## config.mk

```make
export PLATFORM = sky130hd
export DESIGN_NAME = seq_det_sched
export DESIGN_NICKNAME = d
export VERILOG_FILES = /design/src/rtl/seq_det_sched_pkg.sv /design/src/rtl/seq_det_rr_arb.sv /design/src/rtl/seq_det_sched.sv
export SDC_FILE = /design/constraint.sdc
export NUM_CORES = 1
export LEC_CHECK = 0
export ABC_AREA = 1
export BUFFER_PORTS_ARGS = -buffer_cell sky130_fd_sc_hd__buf_4
export CAP_MARGIN = 10
export CORE_ASPECT_RATIO = 0.5
export CORE_MARGIN = 2
export CORE_UTILIZATION = 30
export DETAILED_ROUTE_END_ITERATION = 10
export PLACE_DENSITY_LB_ADDON = 0.25
export SLEW_MARGIN = 20
export SYNTH_ARGS = -nofsm -noshare
export SYNTH_HDL_FRONTEND = slang
export SYNTH_SLANG_ARGS = --single-unit
```

## constraint.sdc

```tcl
create_clock -name clk -period 2.2 [get_ports clk]
set_clock_uncertainty 0.2 [all_clocks]
set_input_delay 0.11 -clock clk [delete_from_list [all_inputs] [get_ports clk]]
set_output_delay 0.11 -clock clk [all_outputs]
set_load 0.01 [all_outputs]
```

## src/rtl/seq_det_sched_pkg.sv

```systemverilog
// Shared constants and types for the sequence-detector scheduler.
// Contents: detector pattern width and the job FSM state encoding.
// Imported by seq_det_sched and seq_det_rr_arb.
package seq_det_sched_pkg;

  // Width of the external detector's programmable pattern; fixed by the detector.
  localparam int PAT_W = 5;

  typedef enum logic [1:0] {
    IDLE  = 2'd0,
    SHIFT = 2'd1,
    DRAIN = 2'd2,
    RESP  = 2'd3
  } state_t;

endpackage

```

## src/rtl/seq_det_rr_arb.sv

```systemverilog
// Requester arbiter: one-hot grant plus index, pointer advances on accept.
// Ports: clk/resetn, req (request vector), adv (grant accepted), grant (one-hot), grant_idx.
// Macro SEQDET_SCHED_FIXED_PRIO_EN: fixed priority (lowest index wins), no pointer state.
module seq_det_rr_arb
  import seq_det_sched_pkg::*;
#(
  parameter int NUM_REQ = 3,
  parameter int IW      = $clog2(NUM_REQ)
) (
  input  logic               clk,
  input  logic               resetn,
  input  logic [NUM_REQ-1:0] req,
  input  logic               adv,
  output logic [NUM_REQ-1:0] grant,
  output logic [IW-1:0]      grant_idx
);

  // Index that has highest priority this cycle.
  logic [IW-1:0] base;

`ifdef SEQDET_SCHED_FIXED_PRIO_EN
  assign base = '0;
`else
  logic [IW-1:0] ptr;

  // After a grant to i, i+1 becomes highest priority (wrapping to 0).
  always_ff @(posedge clk or negedge resetn) begin
    if (!resetn) begin
      ptr <= '0;
    end else if (adv) begin
      ptr <= (grant_idx == IW'(NUM_REQ - 1)) ? '0 : grant_idx + 1'b1;
    end
  end

  assign base = ptr;
`endif

  int  cand;
  logic found;

  // Scan requesters starting at base; first active one wins.
  always_comb begin
    grant     = '0;
    grant_idx = '0;
    found     = 1'b0;
    cand      = 0;
    for (int k = 0; k < NUM_REQ; k++) begin
      cand = (int'(base) + k) % NUM_REQ;
      if (!found && req[cand]) begin
        found       = 1'b1;
        grant[cand] = 1'b1;
        grant_idx   = IW'(cand);
      end
    end
  end

endmodule

```

## src/rtl/seq_det_sched.sv

```systemverilog
// Shares one 5-bit programmable sequence detector among NUM_REQ requesters: grants a job,
// loads its pattern, shifts the DATA_W-bit word MSB-first, counts masked matches, responds.
// Ports: req_* (job in, req_ready accept pulse), det_* (detector), rsp_* (valid/ready result).
// Macro SEQDET_SCHED_FIXED_PRIO_EN selects fixed-priority arbitration instead of round-robin.
module seq_det_sched
  import seq_det_sched_pkg::*;
#(
  parameter int NUM_REQ = 3,
  parameter int DATA_W  = 16
) (
  input  logic                         clk,
  input  logic                         resetn,
  input  logic [NUM_REQ-1:0]           req_valid,
  input  logic [NUM_REQ*PAT_W-1:0]     req_pattern,
  input  logic [NUM_REQ*DATA_W-1:0]    req_data,
  output logic [NUM_REQ-1:0]           req_ready,
  output logic [PAT_W-1:0]             det_init,
  output logic                         det_din,
  input  logic                         det_seen,
  output logic                         rsp_valid,
  input  logic                         rsp_ready,
  output logic [$clog2(NUM_REQ)-1:0]   rsp_id,
  output logic [$clog2(DATA_W+1)-1:0]  rsp_hits,
  output logic [$clog2(DATA_W)-1:0]    rsp_first_pos
);

  localparam int IW = $clog2(NUM_REQ);
  localparam int PW = $clog2(DATA_W);

  state_t              state;
  logic [DATA_W-1:0]   data_sr;   // remaining bits, next one at MSB
  logic [PW-1:0]       idx;       // index of bit currently on det_din
  logic [PW-1:0]       chk_idx;   // index whose window det_seen reflects now
  logic                chk_vld;
  logic [NUM_REQ-1:0]  grant;
  logic [IW-1:0]       grant_idx;
  logic                adv;
  logic                hit;
  logic [PAT_W-1:0]    win_pat;
  logic [DATA_W-1:0]   win_dat;

  assign adv     = (state == IDLE) && (|req_valid);
  assign win_pat = req_pattern[grant_idx*PAT_W +: PAT_W];
  assign win_dat = req_data[grant_idx*DATA_W +: DATA_W];

  // Accept pulse is the arbiter decision during the IDLE cycle; the job is latched
  // on the edge that ends it, so the pulse lasts exactly one cycle.
  assign req_ready = (resetn && state == IDLE) ? grant : '0;

  // Windows ending before PAT_W-1 still contain the previous job's bits.
  assign hit = chk_vld && det_seen && (chk_idx >= PW'(PAT_W - 1));

  seq_det_rr_arb #(.NUM_REQ(NUM_REQ), .IW(IW)) u_arb (
    .clk       (clk),
    .resetn    (resetn),
    .req       (req_valid),
    .adv       (adv),
    .grant     (grant),
    .grant_idx (grant_idx)
  );

  always_ff @(posedge clk or negedge resetn) begin
    if (!resetn) begin
      state         <= IDLE;
      data_sr       <= '0;
      idx           <= '0;
      chk_idx       <= '0;
      chk_vld       <= 1'b0;
      det_init      <= '0;
      det_din       <= 1'b0;
      rsp_valid     <= 1'b0;
      rsp_id        <= '0;
      rsp_hits      <= '0;
      rsp_first_pos <= '0;
    end else begin
      // chk_vld is only set in SHIFT/DRAIN, so hits never collide with the IDLE clear.
      if (hit) begin
        rsp_hits <= rsp_hits + 1'b1;
        if (rsp_hits == '0) rsp_first_pos <= chk_idx;
      end

      case (state)
        IDLE: begin
          if (|req_valid) begin
            det_init      <= win_pat;
            det_din       <= win_dat[DATA_W-1];
            data_sr       <= win_dat << 1;
            rsp_id        <= grant_idx;
            rsp_hits      <= '0;
            rsp_first_pos <= '0;
            idx           <= '0;
            chk_vld       <= 1'b0;
            state         <= SHIFT;
          end
        end
        SHIFT: begin
          chk_vld <= 1'b1;
          chk_idx <= idx;
          if (idx == PW'(DATA_W - 1)) begin
            det_din <= 1'b0;
            state   <= DRAIN;
          end else begin
            idx     <= idx + 1'b1;
            det_din <= data_sr[DATA_W-1];
            data_sr <= data_sr << 1;
          end
        end
        DRAIN: begin
          chk_vld   <= 1'b0;
          rsp_valid <= 1'b1;
          state     <= RESP;
        end
        RESP: begin
          if (rsp_ready) begin
            rsp_valid <= 1'b0;
            state     <= IDLE;
          end
        end
        default: state <= IDLE;
      endcase
    end
  end

endmodule
```

==> impl_metrics.yaml, run 1 <==
timing:
  slew_headroom: 0.601
  slew_viol_final: 0
  tightest_slew_ns: 0.598
  hold_viol: 0
  min_period_ns: 2.31
  worst_slack_ns: -0.110
  grt_setup_unrepaired: "yes"
  setup_violations: 24
  post-route-period-util: 1.05
  fmax_ghz: 0.433
  tns_ns: -1.65
job:
  max-cap-violations: 0
power:
  power.leakage_nw: 2.34
  p_per_area_nw_per_um2: 1520
  p_comb_frac: 0.688
  switching_power_mw: 3.28
  netSwitchingFraction: 0.456
  vdd_drop_max_mv: 0.762
  internal-power_mw: 3.91
  clkPwrFrac: 0.121
  p_seq_frac: 0.191
floorplanning:
  std_cell_rows: 25
  die_area_sq_um: 10500
  start_util: 0.308
  fp.dieH_um: 73.5
  core_area_sq_um: 9420
  io_pins: 91
  fp.dieW_um: 143
setup_path:
  crit_type: "flip-flop to output port"
  required_ns: 1.89
  critPathCapture: "req_ready[2]"
  critPathArrivalTime_ns: 2.00
  crit_fanout: 6
  r2r_slack_ns: -0.11
  startpoint: "u_arb.base[1]$_DFFE_PN0P_"
  r2r_start: "u_arb.base[1]$_DFFE_PN0P_"
  reg2reg_to: "data_sr[12]$_DFFE_PN0P_"
  reg2reg_depth: 15
  cp-start-kind: "flip-flop"
  endpoint_kind: "output port"
grt:
  grt_pass1_vias: 3113
  grt_first_pass_wirelength_um: 14400
  antenna_found_initial: 0
  grt_use_total: 0.173
  grt_start_max_net_pins: 47
  grt_overflow: 0
yosys:
  synth_area_per_cell_sq_um: 7.14
  seq_area_frac_synth: 0.397
  netlist_instances: 406
  synth_nets: 488
  ys_types: 32
  synthTopCellsByCount: "nand2_1 (108), nor2_1 (57), dfrtp_1 (46), inv_1 (37), o21ai_0 (32)"
  yosysWarnings: 0
  yosys_register_bits: 46
  yosys.area.top_type_share: 0.397
  synth_area_sq_um: 2900
  yosysTopAreaCell: "dfrtp_1"
  ys_async_sr_fraction: 1.00
  synth_edf_count: 0
  synth_ff_type: "dfrtp_1"
  synth_area_leaders: "dfrtp_1 (40%), nand2_1 (14%), nor2_1 (7.4%), o21ai_0 (5.5%), ha_1 (5.2%)"
  synthMostInstantiatedCell: "nand2_1"
placement:
  port_buffers: 90
  globalplace.congestion: 0.905
  dpl-instance-area_sq_um: 3930
  place_hpwl_um: 5890
clock_tree:
  clk_pin_slew_worst_paths_ns: 0.07
  cts_max_level: 2
  cts_tree: "done"
  cts_buffers: 5
  clockBufferDepth: 2
  clock_latency_ns: 0.29
  root_buffer: "clkbuf_16"
  clkSinkCount: 46
route:
  drt_first_pass_iters: 4
  routedWlPerCell_um: 12.5
  vias_per_cell: 4.50
  vias: 3184
  drt_wl_total_um: 8820
  first_iter_violations: 130
  drcViolationCount: 0
  antenna_left: 0
finish:
  drive_gt1_frac: 0.323
  n_antenna_cell: 0
  layout.nets: 653
  multi_input_area_sq_um: 1570
  seqCellArea_sq_um: 1150
  design_area_sq_um: 4730
  syn_to_final_growth_pct: 62.9
  fill_cells: 901
hold_path:
  hold_class: "primary input to flip-flop"
outcome:
  violations: "negative setup slack"
  run_status: "complete, but fails checks"
worst min-delay path by stage:
| stage | startpoint | to | slack [ns] | cells after the start |
|---|---|---|---|---|
| 2_1_floorplan | resetn | chk_idx[0]$_DFFE_PN0P_ | -0.39 | 0 |
| 3_5_place_dp | resetn | data_sr[3]$_DFFE_PN0P_ | 0.09 | 2 |
| 5_1_grt | req_data[23] | data_sr[8]$_DFFE_PN0P_ | 0.03 | 5 |
| 3_3_place_gp | resetn | data_sr[3]$_DFFE_PN0P_ | 0.09 | 2 |
| 4_1_cts | req_data[14] | data_sr[15]$_DFFE_PN0P_ | 0.0004 | 5 |
| 6_report | req_data[14] | data_sr[15]$_DFFE_PN0P_ | 0.0003 | 5 |
routing by layer:
layer,up-vias,wire (um),global-route usage
li1,1639,-,-
met1,1464,4190,0.230
met2,74,4210,0.294
met3,7,347,0.0332
met4,0,71,0.0473
met5,-,0,0
logic make-up after synthesis:
kind of cell / synth area share
AND/OR/NAND/NOR: 0.290
AO/OA/AOI/OAI: 0.169
buffers and inverters: 0.0893
flip-flops: 0.397
adder cells (fa/ha/maj): 0.0518
XOR/XNOR: 0.00302
power by group through the flow:
stage / clock [mW] / combinational [mW] / sequential, mW
2_1_floorplan: 0 / 2.77 / 1.39
3_3_place_gp: 0 / 4.16 / 1.37
3_5_place_dp: 0 / 4.20 / 1.38
4_1_cts: 0.889 / 4.57 / 1.37
5_1_grt: 0.926 / 5.52 / 1.41
6_report: 0.871 / 4.94 / 1.37
state kept, by name, summed over array words and instances, names as in the netlist, 4 cells and up:
signal / count
rsp_hits: 5
det_init: 5
chk_idx: 4
data_sr: 15
rsp_first_pos: 4
idx: 4
worst max-delay path: stages (launching register included):
cell,delay (ns)
dfrtp_1,0.43
inv_2,0.11
ha_4,0.18
inv_2,0.05
nand2_2,0.08
nand3_2,0.09
nand2_4,0.13
inv_4,0.05
nor2_4,0.12
nand2_2,0.11
buf_6,0.13
a21oi_2,0.10
buf_4,0.13
placed cells by master (no fill, tap or decap), types with 5 or more instances in the layout:
cell / netlist / routed
inv_2: 5 / 5
inv_1: 37 / 33
nand2_1: 108 / 102
nor3_1: 8 / 8
buf_4: 3 / 124
ha_1: 12 / 8
dfrtp_1: 46 / 46
nand3_1: 17 / 15
o21ai_0: 32 / 25
clkbuf_16: 0 / 6
dlygate4sd3_1: 0 / 41
nand2_2: 5 / 9
a21oi_2: 8 / 9
nor2_1: 57 / 57
o21ai_1: 16 / 21
a21oi_1: 18 / 17
through the flow:
stage | worst slack, ns | hold WS, ns | power [mW] | utilization | std cells
after global placement | -0.133 | 0.0931 | 5.53 | 0.418 | 648
after global routing | -0.249 | 0.0256 | 7.86 | 0.502 | 707
after CTS | -0.0523 | 0.000372 | 6.83 | 0.492 | 703
after detailed placement | -0.173 | 0.0909 | 5.58 | 0.418 | 648
final | -0.110 | 0.000263 | 7.19 | 0.502 | 707
after floorplan | 0.0256 | -0.386 | 4.16 | - | 406
final cells by class:
cell class,count,area share
Timing Repair Buffer,174,0.315
Clock buffer,5,0.0265
Clock inverter,3,0.00953
Sequential cell,46,0.244
Inverter,43,0.0373
Multi-Input combinational cell,301,0.333
Tap cell,135,0.0357
what timing repair did:
action                                  in CTS  in global routing
hold buffers                                41                  0
endpoints found under the setup margin      25                 28
cloned                                       0                  1
pin swaps                                   11                  5
hold endpoints to repair                    67                  0
resized for setup                           23                 20
buffers inserted                             6                  3
Note: power is estimated with default switching activity, not from simulation.
==> run 2: changes to the inputs <==
--- a/config.mk
+++ b/config.mk
@@ -8,7 +8,7 @@
 export ABC_AREA = 1
 export BUFFER_PORTS_ARGS = -buffer_cell sky130_fd_sc_hd__buf_4
 export CAP_MARGIN = 10
-export CORE_ASPECT_RATIO = 0.5
+export CORE_ASPECT_RATIO = 0.9
 export CORE_MARGIN = 2
 export CORE_UTILIZATION = 30
 export DETAILED_ROUTE_END_ITERATION = 10
==> run 2 against run 1 <==
- the run ends with negative hold slack, negative setup slack left
- design area is 2.6% higher
- clock-buffer cell count did not move
- final cell count is 0.28% lower
- critical endpoint is now req_ready[1]
- highest routed layer unchanged
==> impl_metrics.yaml, run 2 (synthesis results as in run 1) <==
setup_path:
  critPathArrivalTime_ns: 2.02
  crit_fanout: 6
  crit_type: "flip-flop to output port"
  startpoint: "u_arb.base[1]$_DFFE_PN0P_"
  cp-start-kind: "flip-flop"
  endpoint_kind: "output port"
  required_ns: 1.89
  r2r_start: "u_arb.base[0]$_DFFE_PN0P_"
grt:
  grt_use_total: 0.171
  grt_start_max_net_pins: 47
  grt_first_pass_wirelength_um: 14500
  grt_overflow: 0
  grt_pass1_vias: 3151
  antenna_found_initial: 0
outcome:
  violations: "negative hold slack, negative setup slack"
  run_status: "complete, but fails checks"
finish:
  largest_registers: "data_sr x15, det_init x5, rsp_hits x5"
  final_cell_mix: "buf_4 (118), nand2_1 (91), nor2_1 (57)"
  layout.nets: 660
  largest_register: "data_sr"
  fill_cells: 922
  n_antenna_cell: 0
  final_common_cell: "buf_4"
  drive_gt1_frac: 0.361
  syn_to_final_growth_pct: 67.1
  largest_reg_flops: 15
  final_cell_count_no_fill: 705
job:
  max-cap-violations: 0
clock_tree:
  clock_latency_ns: 0.30
  root_buffer: "clkbuf_8"
  clockBufferDepth: 2
  cts_tree: "done"
  cts_max_level: 2
  cts_buffers: 5
  clk_pin_slew_worst_paths_ns: 0.09
  clkSinkCount: 46
timing:
  post-route-period-util: 1.06
  worst_slack_ns: -0.132
  tightest_slew_ns: 0.598
  fmax_ghz: 0.429
  grt_setup_unrepaired: "yes"
  hold_viol: 3
  tns_ns: -1.01
  min_period_ns: 2.33
  slew_viol_final: 0
  slew_headroom: 0.601
  holdWs_ns: -0.0207
  setup_violations: 22
floorplanning:
  std_cell_rows: 34
  fp.dieH_um: 97.3
  die_area_sq_um: 10500
  fp.dieW_um: 108
  io_pins: 91
  start_util: 0.304
  core_area_sq_um: 9530
placement:
  place_hpwl_um: 5920
  pre_cts_slack_ns: -0.210
  port_buffers: 90
  globalplace.congestion: 0.841
  dp.cells: 635
hold_path:
  worstHoldStart: "req_data[19]"
  hold_class: "primary input to flip-flop"
power:
  p_per_area_nw_per_um2: 1490
  vdd_drop_max_mv: 0.672
  power.leakage_nw: 2.41
route:
  vias_per_cell: 4.61
  drt_first_pass_iters: 4
  drt_wl_total_um: 9110
  vias: 3253
  drcViolationCount: 0
  first_iter_violations: 164
  antenna_left: 0
  routedWlPerCell_um: 12.9
## run 2: metrics by stage
step / utilization / power, mW / cell area, sq um
2_1_floorplan: - / 4.16 / 2900
3_3_place_gp: 0.406 / 5.42 / 3870
3_5_place_dp: 0.406 / 5.49 / 3870
4_1_cts: 0.492 / 6.73 / 4680
5_1_grt: 0.509 / 7.90 / 4850
6_report: 0.509 / 7.24 / 4850
## run 2: final timing paths
| kind | end | slack, ns | cells after the start |
|---|---|---|---|
| worst max-delay path | req_ready[1] | -0.13 | 12 |
| worst min-delay path | data_sr[4]$_DFFE_PN0P_ | -0.02 | 5 |
| worst max register to register | data_sr[12]$_DFFE_PN0P_ | -0.09 | 14 |
| worst min register to register | data_sr[7]$_DFFE_PN0P_ | 0.29 | 2 |
| max in group asynchronous | state[0]$_DFFE_PN0P_ | 1.12 | 3 |
| min in group asynchronous | rsp_hits[0]$_DFF_PN0_ | 0.26 | 3 |
## run 2: cell type report
cell class / count / area, sq um / area share
repair buffers: 181 / 1550 / 0.320
inverters: 43 / 176 / 0.0364
multi-input cells: 301 / 1720 / 0.355
clock inverters: 3 / 21.3 / 0.00439
clock buffers: 5 / 68.8 / 0.0142
flip-flops and latches: 46 / 1150 / 0.237
well taps: 126 / 158 / 0.0325
## run 2: critical path, stage by stage (launching register included)
cell     delay (ns)
dfrtp_1        0.44
inv_2          0.11
ha_4           0.17
inv_2          0.04
nand2_2        0.07
nand3_2        0.09
nand2_4        0.12
inv_4          0.05
nor2_4         0.14
buf_6          0.13
nand2_4        0.05
a31oi_4        0.15
buf_6          0.13
## run 2: power breakdown
part           total, mW  switching, mW  internal (mW)
Combinational       5.33           3.00           2.33
Clock              0.531          0.307          0.224
Sequential          1.39          0.201           1.18
Total               7.24           3.51           3.74
## run 2: timing repair
action / in CTS / in global routing
endpoints found under the hold margin: 67 / 0
pin swaps: 12 / 32
resized for setup: 46 / 47
cloned: 1 / 1
setup endpoints to repair: 25 / 29
buffers inserted: 11 / 2
hold buffers: 48 / 0
## run 2: per-layer routing
| layer | vias to the layer above | global-route usage | part of all wire |
|---|---|---|---|
| met1 | 1502 | 0.228 | 0.47 |
| met2 | 92 | 0.297 | 0.48 |
| met5 | - | 0 | 0 |
| met4 | 0 | 0.0227 | 0.0095 |
| li1 | 1648 | - | - |
| met3 | 11 | 0.0302 | 0.042 |
==> run 3: changes to the inputs <==
--- a/config.mk
+++ b/config.mk
@@ -13,6 +13,7 @@
 export CORE_UTILIZATION = 30
 export DETAILED_ROUTE_END_ITERATION = 10
 export PLACE_DENSITY_LB_ADDON = 0.25
+export REMOVE_ABC_BUFFERS = 1
 export SLEW_MARGIN = 20
 export SYNTH_ARGS = -nofsm -noshare
 export SYNTH_HDL_FRONTEND = slang
==> run 3 against run 2 <==
- the flow still finishes with violations (negative hold slack, negative setup slack)
- critical path type unchanged
- register-to-register slack about the same
- largest power group unchanged
- worst hold slack gained 0.016 ns
- routed wire length shrank 5.4%
- final cell count decreased by 0.85%
- combinational power fell by 10%
- non-clock buffer count decreased by 5
- global-route usage is 0.53 points lower
- first-iteration DRC count is 40% lower
- clock power grew 23%
- sequential power is essentially flat
- sequential cell count is the same
- maximum frequency rose by 0.46%
==> impl_metrics.yaml, run 3 (synthesis results as in run 1) <==
outcome:
  run_status: "complete, but fails checks"
  violations: "negative hold slack, negative setup slack"
clock_tree:
  clkSinkCount: 46
  clockBufferDepth: 2
  cts_buffers: 5
  cts_tree: "done"
  cts_max_level: 2
  clk_pin_slew_worst_paths_ns: 0.09
  clock_latency_ns: 0.30
  root_buffer: "clkbuf_8"
route:
  routedWlPerCell_um: 12.3
  drt_first_pass_iters: 4
  drt_wl_total_um: 8620
  first_iter_violations: 99
  vias: 3174
  drcViolationCount: 0
  antenna_left: 0
  vias_per_cell: 4.54
floorplanning:
  io_pins: 91
  fp.dieW_um: 108
  std_cell_rows: 34
  fp.dieH_um: 97.3
  die_area_sq_um: 10500
  start_util: 0.304
  core_area_sq_um: 9530
timing:
  worst_slack_ns: -0.121
  post-route-period-util: 1.06
  holdWs_ns: -0.00449
  hold_viol: 3
  setup_violations: 23
  slew_headroom: 0.592
  fmax_ghz: 0.431
  slew_viol_final: 0
  min_period_ns: 2.32
  grt_setup_unrepaired: "yes"
  tightest_slew_ns: 0.611
power:
  internal-power_mw: 3.61
  power_mw: 6.81
  netSwitchingFraction: 0.470
  p_per_area_nw_per_um2: 1440
  vdd_drop_max_mv: 0.932
  p_comb_frac: 0.704
  clkPwrFrac: 0.096
  switching_power_mw: 3.20
  p_seq_frac: 0.201
  power.leakage_nw: 2.35
finish:
  drive_gt1_frac: 0.325
  syn_to_final_growth_pct: 62.8
  largest_register: "data_sr"
  largest_reg_flops: 15
  fin_util: 0.495
  layout.nets: 655
  largest_registers: "data_sr x15, det_init x5, rsp_hits x5"
  final_common_cell: "buf_4"
  n_antenna_cell: 0
  design_area_sq_um: 4720
  final_cell_mix: "buf_4 (118), nand2_1 (97), nor2_1 (57)"
setup_path:
  crit_fanout: 3
  critPathMostFrequentCell: "nand2_2"
  required_ns: 1.89
  cp-start-kind: "flip-flop"
  critical_path.cell_chain: "buf_4, ha_4, inv_2, nand3_1, nand2_2, nand2_2, nor2_4, nand2_2, buf_6, a21oi_2, buf_4"
  crit_type: "flip-flop to output port"
  endpoint_kind: "output port"
  critPathArrivalTime_ns: 2.01
  startpoint: "u_arb.base[1]$_DFFE_PN0P_"
  cp_slowest_cell: "dfrtp_2"
  r2r_start: "u_arb.base[0]$_DFFE_PN0P_"
  slowest_delay_ns: 0.45
grt:
  grt_use_total: 0.166
  grt_start_max_net_pins: 47
  grt_first_pass_wirelength_um: 14100
  grt_overflow: 0
  grt_pass1_vias: 3076
  antenna_found_initial: 0
job:
  max-cap-violations: 0
placement:
  pre_cts_slack_ns: -0.230
  globalplace.congestion: 0.859
  place_hpwl_um: 5830
  port_buffers: 90
  dpl-instance-area_sq_um: 3830
hold_path:
  worstHoldStart: "req_valid[1]"
  hold_class: "primary input to flip-flop"
## run 3: per-stage QoR
| stage | TNS, ns | instances |
|---|---|---|
| finish | -1.11 | 699 |
| global route | -4.30 | 699 |
| CTS | -0.725 | 693 |
| detailed placement | -3.92 | 630 |
| global placement | -2.35 | 630 |
| floorplan | -7.96 | 390 |
## run 3: cell type report
class | count | area [sq um]
clock inverters | 1 | 30.0
repair buffers | 176 | 1500
fillers | 952 | 4810
inverters | 43 | 181
well taps | 126 | 158
flip-flops and latches | 46 | 1150
clock buffers | 6 | 82.6
multi-input cells | 301 | 1620
## run 3: what timing repair did
action	4_1_cts	5_1_grt
setup buffers	7	6
pin swaps	8	12
resized for setup	29	34
endpoints found under the setup margin	25	27
hold buffers	49	0
endpoints found under the hold margin	68	0
## run 3: worst paths after layout
check / cells after the start / to / slack (ns)
min in group asynchronous: 3 / rsp_hits[1]$_DFF_PN0_ / 0.26
min reg2reg: 2 / data_sr[15]$_DFFE_PN0P_ / 0.29
max: 11 / req_ready[2] / -0.12
min: 4 / chk_vld$_DFFE_PN0P_ / -0.004
max reg2reg: 13 / det_init[4]$_DFFE_PN0P_ / -0.09
max in group asynchronous: 3 / u_arb.base[1]$_DFFE_PN0P_ / 1.10
## run 3: metal layers
| layer | vias up | GRT usage | part of all wire |
|---|---|---|---|
| li1 | 1633 | - | - |
| met1 | 1430 | 0.221 | 0.46 |
| met2 | 104 | 0.279 | 0.48 |
| met3 | 7 | 0.0329 | 0.053 |
| met4 | 0 | 0.0345 | 0.0073 |
| met5 | - | 0 | 0 |
## run 3: worst max-delay path, delay by kind of cell (launching register included)
family,cells,cell delay [ns]
AOI/OAI and AO/OA,1,0.11
adders and majority gates,1,0.17
buffers and inverters,4,0.46
DFF,1,0.45
and+or+nand+nor,5,0.53
## run 3: power by group through the flow
stage	combinational (mW)	sequential, mW	clock [mW]
6_report	4.79	1.37	0.653
5_1_grt	5.37	1.41	0.702
4_1_cts	4.40	1.37	0.668
3_5_place_dp	3.94	1.39	0
3_3_place_gp	3.85	1.38	0
2_1_floorplan	2.47	1.39	0
